File: src/rtl/flexcim_pkg.sv
// Shared flexcim constants: psum accumulator FSM encoding and saturating-add widths.
package flexcim_pkg;

  localparam logic [1:0] ST_IDLE  = 2'd0;
  localparam logic [1:0] ST_ACCUM = 2'd1;
  localparam logic [1:0] ST_DRAIN = 2'd2;

  // One extra sum bit is enough to see a signed overflow of two ACC_WIDTH operands.
  localparam int SAT_GUARD_BITS = 1;

  localparam int DEF_ODATA_WIDTH_FINAL = 22;
  localparam int DEF_ACC_WIDTH         = 32;

endpackage

File: src/rtl/sat_add_col.sv
// One psum column: sign-extend the incoming value, then either load it or add it
// to the running accumulator with signed saturation.
module sat_add_col
  import flexcim_pkg::*;
#(
  parameter int IN_W  = DEF_ODATA_WIDTH_FINAL,
  parameter int ACC_W = DEF_ACC_WIDTH
) (
  input  logic             load,
  input  logic [IN_W-1:0]  col,
  input  logic [ACC_W-1:0] acc,
  output logic [ACC_W-1:0] result
);

  localparam int SUM_W = ACC_W + SAT_GUARD_BITS;

  logic [SUM_W-1:0] col_ext;
  logic [SUM_W-1:0] acc_ext;
  logic [SUM_W-1:0] sum;

  assign col_ext = {{(SUM_W-IN_W){col[IN_W-1]}}, col};
  assign acc_ext = {{SAT_GUARD_BITS{acc[ACC_W-1]}}, acc};
  assign sum     = acc_ext + col_ext;

  // Overflow shows up as the guard bit disagreeing with the ACC_W sign bit.
  always_comb begin
    result = sum[ACC_W-1:0];
    if (load) begin
      result = col_ext[ACC_W-1:0];
    end else if (sum[SUM_W-1] != sum[ACC_W-1]) begin
      result = sum[SUM_W-1] ? {1'b1, {(ACC_W-1){1'b0}}} : {1'b0, {(ACC_W-1){1'b1}}};
    end
  end

endmodule

File: src/rtl/psum_accumulator.sv
// Accumulates a job of psum tiles column-wise, then drains one column per
// handshake in index order and pulses o_done after the last column.
module psum_accumulator
  import flexcim_pkg::*;
#(
  parameter int NUM_COLS          = 32,
  parameter int ODATA_WIDTH_FINAL = DEF_ODATA_WIDTH_FINAL,
  parameter int ACC_WIDTH         = DEF_ACC_WIDTH,
  parameter int TILE_CNT_W        = 8
) (
  input  logic                              clk,
  input  logic                              rst_n,
  input  logic                              i_start,
  input  logic [TILE_CNT_W-1:0]             i_num_tiles,
  input  logic                              i_psum_valid,
  input  logic [NUM_COLS*ODATA_WIDTH_FINAL-1:0] i_psum_final,
  output logic                              o_psum_ready,
  output logic                              o_valid,
  output logic [$clog2(NUM_COLS)-1:0]       o_col_idx,
  output logic [ACC_WIDTH-1:0]              o_data,
  input  logic                              i_ready,
  output logic                              o_busy,
  output logic                              o_done,
  output logic [1:0]                        dbg_state
);

  localparam int COL_W = $clog2(NUM_COLS);

  logic [1:0]            state;
  logic [TILE_CNT_W-1:0] tiles_lat;
  logic [TILE_CNT_W-1:0] tile_cnt;
  logic [TILE_CNT_W-1:0] tile_cnt_nxt;
  logic [COL_W-1:0]      col_idx;
  logic                  done_q;
  logic                  accept;
  logic                  drain_hs;
  logic                  last_col;
  logic [ACC_WIDTH-1:0]  acc     [NUM_COLS];
  logic [ACC_WIDTH-1:0]  acc_nxt [NUM_COLS];

  // Both ports use valid/ready: a transfer happens on a rising edge where valid
  // and ready are both high; the source holds its word until that edge.
  assign o_psum_ready = (state == ST_ACCUM);
  assign accept       = i_psum_valid && o_psum_ready;
  assign o_valid      = (state == ST_DRAIN);
  assign drain_hs     = o_valid && i_ready;
  assign last_col     = (col_idx == COL_W'(NUM_COLS - 1));
  assign tile_cnt_nxt = tile_cnt + TILE_CNT_W'(1);

  assign o_busy    = (state != ST_IDLE);
  assign o_done    = done_q;
  assign o_col_idx = col_idx;
  assign o_data    = acc[col_idx];
  assign dbg_state = state;

  for (genvar c = 0; c < NUM_COLS; c++) begin : gen_col
    sat_add_col #(
      .IN_W  (ODATA_WIDTH_FINAL),
      .ACC_W (ACC_WIDTH)
    ) u_sat_add_col (
      .load   (tile_cnt == '0),
      .col    (i_psum_final[c*ODATA_WIDTH_FINAL +: ODATA_WIDTH_FINAL]),
      .acc    (acc[c]),
      .result (acc_nxt[c])
    );
  end

  always_ff @(posedge clk) begin
    if (!rst_n) begin
      state     <= ST_IDLE;
      tiles_lat <= '0;
      tile_cnt  <= '0;
      col_idx   <= '0;
      done_q    <= 1'b0;
      for (int c = 0; c < NUM_COLS; c++) acc[c] <= '0;
    end else begin
      done_q <= 1'b0;
      case (state)
        ST_IDLE: begin
          if (i_start) begin
            // A zero tile count would never complete, so it runs as a single tile.
            tiles_lat <= (i_num_tiles == '0) ? TILE_CNT_W'(1) : i_num_tiles;
            tile_cnt  <= '0;
            state     <= ST_ACCUM;
          end
        end
        ST_ACCUM: begin
          if (accept) begin
            for (int c = 0; c < NUM_COLS; c++) acc[c] <= acc_nxt[c];
            tile_cnt <= tile_cnt_nxt;
            if (tile_cnt_nxt == tiles_lat) begin
              col_idx <= '0;
              state   <= ST_DRAIN;
            end
          end
        end
        ST_DRAIN: begin
          if (drain_hs) begin
            if (last_col) begin
              col_idx <= '0;
              done_q  <= 1'b1;
              state   <= ST_IDLE;
            end else begin
              col_idx <= col_idx + COL_W'(1);
            end
          end
        end
        default: state <= ST_IDLE;
      endcase
    end
  end

endmodule

File: config.mk
export PLATFORM = sky130hd
export DESIGN_NAME = psum_accumulator
export DESIGN_NICKNAME = d
export VERILOG_FILES = /design/src/rtl/flexcim_pkg.sv /design/src/rtl/sat_add_col.sv /design/src/rtl/psum_accumulator.sv
export SDC_FILE = /design/constraint.sdc
export NUM_CORES = 2
export LEC_CHECK = 0
export CORE_MARGIN = 2
export CORE_UTILIZATION = 55
export CTS_CLUSTER_DIAMETER = 150
export CTS_CLUSTER_SIZE = 25
export DETAILED_ROUTE_END_ITERATION = 12
export GPL_ROUTABILITY_DRIVEN = 0
export MAX_ROUTING_LAYER = met4
export PLACE_DENSITY = 0.74
export SLEW_MARGIN = 15
export SYNTH_ARGS = -nofsm -noshare
export SYNTH_HDL_FRONTEND = slang
export SYNTH_HIERARCHICAL = 1
export SYNTH_SLANG_ARGS = --single-unit
File: constraint.sdc
create_clock -name clk -period 34.1 [get_ports clk]
set_input_delay 6.82 -clock clk [delete_from_list [all_inputs] [get_ports clk]]
set_output_delay 6.82 -clock clk [all_outputs]
set_load 0.01 [all_outputs]
==> results.json <==
{
  "die_w_um": 490,
  "clock-sinks": 1053,
  "ioPinCount": 760,
  "worstReg2RegEnd": "acc[10][23]",
  "drive_gt1_share_pct": 8.42,
  "syn_area_um2": 130000,
  "coreArea_um2": 235000,
  "ant_nets": 0,
  "finalCriticalPeriod_ns": 12.64,
  "post_cts_buffers": 0,
  "synthSimpleGateAreaFrac_pct": 18.3,
  "rr_startpoint": "tile_cnt[0]",
  "final_common_cell": "and2_1",
  "hold_viol_final": 0,
  "hold_ws_ns": 0.484,
  "drcViolationCount": 0,
  "report.power.total_mw": 4.83,
  "track_usage_pct": 38.0,
  "cp-start-kind": "register",
  "ys_seq_area_share_pct": 24.1,
  "setup-tns-final_ns": 0,
  "syn_inst": 14778,
  "setup-violations-final": 0,
  "mostFrequentLayoutCells": "and2_1, a21oi_1, nor2_1",
  "path_max_fanout": 75,
  "synth_edf_count": 1024,
  "nNetsFinal": 16469,
  "drv_slew": 0,
  "htree_levels": 2,
  "synth_xor_area_share_pct": 5.78,
  "grt_pass1_wl_um": 695000,
  "crit_end": "o_data[7]",
  "worst_slack_ns": 21.46,
  "slew_headroom_pct": 13.8,
  "synth_area_per_cell_um2": 8.80,
  "synthDominantCellAreaShare_pct": 23.6,
  "worst_pin_slew_ns": 1.29,
  "p_leak_nw": 53.0,
  "final_area_um2": 139000,
  "period_share_pct": 37.1,
  "routedWlPerCell_um": 26.0,
  "cts_hold_buf": 0,
  "required_ns": 27.28,
  "dieArea_um2": 240000,
  "place_hpwl_um": 363000,
  "fin_skew_ns": 0.0350,
  "ys_ff_latch": 1053,
  "clock.fmax_ghz": 0.0791,
  "yosys.area.top_type": "edfxtp_1",
  "crit_type": "register to output pin",
  "synth_top_family_by_area": "compound AO/OA/AOI/OAI gates",
  "antenna_found_initial": 157,
  "cap_violations": 0,
  "arrival_ns": 5.82,
  "min_path_type": "register to register",
  "insertion_delay_ns": 0.78,
  "r2r_slack_ns": 27.51,
  "ys_warn_count": 6,
  "syn_nets": 16555,
  "synthAdderAreaFrac_pct": 10.6,
  "grt_max_degree": 220,
  "dp_slack_ns": 21.64,
  "ctsRootBufferMaster": "clkbuf_16",
  "die_y_um": 490,
  "clk_pin_slew_ns": 0.11,
  "min_path_cells": 2,
  "synth_compound_area_share_pct": 30.4,
  "power_density_nw_per_um2": 34.7,
  "initial_core_util_pct": 55.3,
  "muxShareOfSynthArea_pct": 6.27,
  "fillCellCount": 20825,
  "ys_top_cells_by_area": "edfxtp_1, ha_1, mux4_2",
  "grt_pass1_vias": 112122,
  "wl_um": 469000,
  "synth.distinct_cells": 104,
  "overflow": 0,
  "cts_tree": "yes",
  "cp-end-kind": "output pin",
  "ir_drop_mv": 0.0436,
  "r2r_cells": 14,
  "async_flop_share_pct": 0,
  "first_pass_iters": 11,
  "status": "finished, final reports clean",
  "num_rows": 178,
  "numCtsBuffers": 49,
  "port_buffers": 759,
  "ctsResizeCount": 0,
  "vias": 123853,
  "place_area_um2": 137000,
  "cts.path.max_buffers": 3,
  "synth_ff_type": "edfxtp_1",
  "rsz0062_at_grt": "no",
  "vias_per_cell": 6.88,
  "area_delta_synth_final_pct": 7.03,
  "drt_iter0_drc": 16062
}
metal layers:
metal	wire [um]	GRT usage, %
met5	0	-
met4	30400	20.9
met3	57500	9.25
met2	196000	54.1
met1	184000	49.5
worst min-delay path by stage:
stage / from / to / slack [ns]
2_1_floorplan: tiles_lat[3] / tiles_lat[3] / 0.46
3_3_place_gp: tiles_lat[5] / tiles_lat[5] / 0.47
3_5_place_dp: tiles_lat[3] / tiles_lat[3] / 0.47
4_1_cts: tiles_lat[3] / tiles_lat[3] / 0.49
5_1_grt: tiles_lat[4] / tiles_lat[4] / 0.52
6_report: tiles_lat[3] / tiles_lat[3] / 0.48
where the power goes:
part	total (mW)	internal, mW	switching, mW
Sequential	1.68	1.55	0.133
Clock	0.773	0.282	0.491
Combinational	2.37	0.915	1.45
final cells by class:
cell class / instances / area (um2) / area share, %
antenna: 141 / 353 / 0.253
sequential: 1053 / 31300 / 22.5
multi-input combinational: 12432 / 92800 / 66.6
inverter: 348 / 1310 / 0.938
tap: 3150 / 3940 / 2.83
timing repair buffer: 808 / 8070 / 5.80
clock inverter: 8 / 66.3 / 0.0476
clock buffer: 67 / 1350 / 0.967
state kept, by name, summed over array words and instances (netlist names), named ones only:
register   flops
o_done         1
dbg_state      2
acc         1024
o_col_idx      5
tile_cnt       8
tiles_lat      8
kinds of logic after synthesis:
family | Yosys count
muxes | 408
AOI/OAI and AO/OA | 5469
DFF | 1053
and+or+nand+nor | 4614
adders and majority gates | 1083
buffers and inverters | 1293
xor gates and xnor gates | 858
per-stage QoR:
step,util (%),instances
final,59.2,18007
after floorplan,-,14778
after global routing,59.2,17988
after global placement,58.4,17791
after CTS,59.0,17866
after detailed placement,58.4,17791
cells in the mapped netlist (325+ instances only):
master	n
ha_1	1028
clkbuf_1	583
a21oi_1	1135
o21ai_0	969
nand2_1	1015
edfxtp_1	1024
a211oi_1	363
inv_1	325
xnor2_1	582
and2_1	1139
nor2_1	1057
o211ai_1	420
a21o_1	462
worst max-delay path, stage by stage (launching register included):
cell and delay (ns):
dfxtp_4 0.85, buf_4 0.97, buf_4 0.87, mux4_2 0.55
mux4_2 0.75, mux2_2 0.39, clkdlybuf4s50_1 0.49
Note: power is estimated with default switching activity, not from simulation.
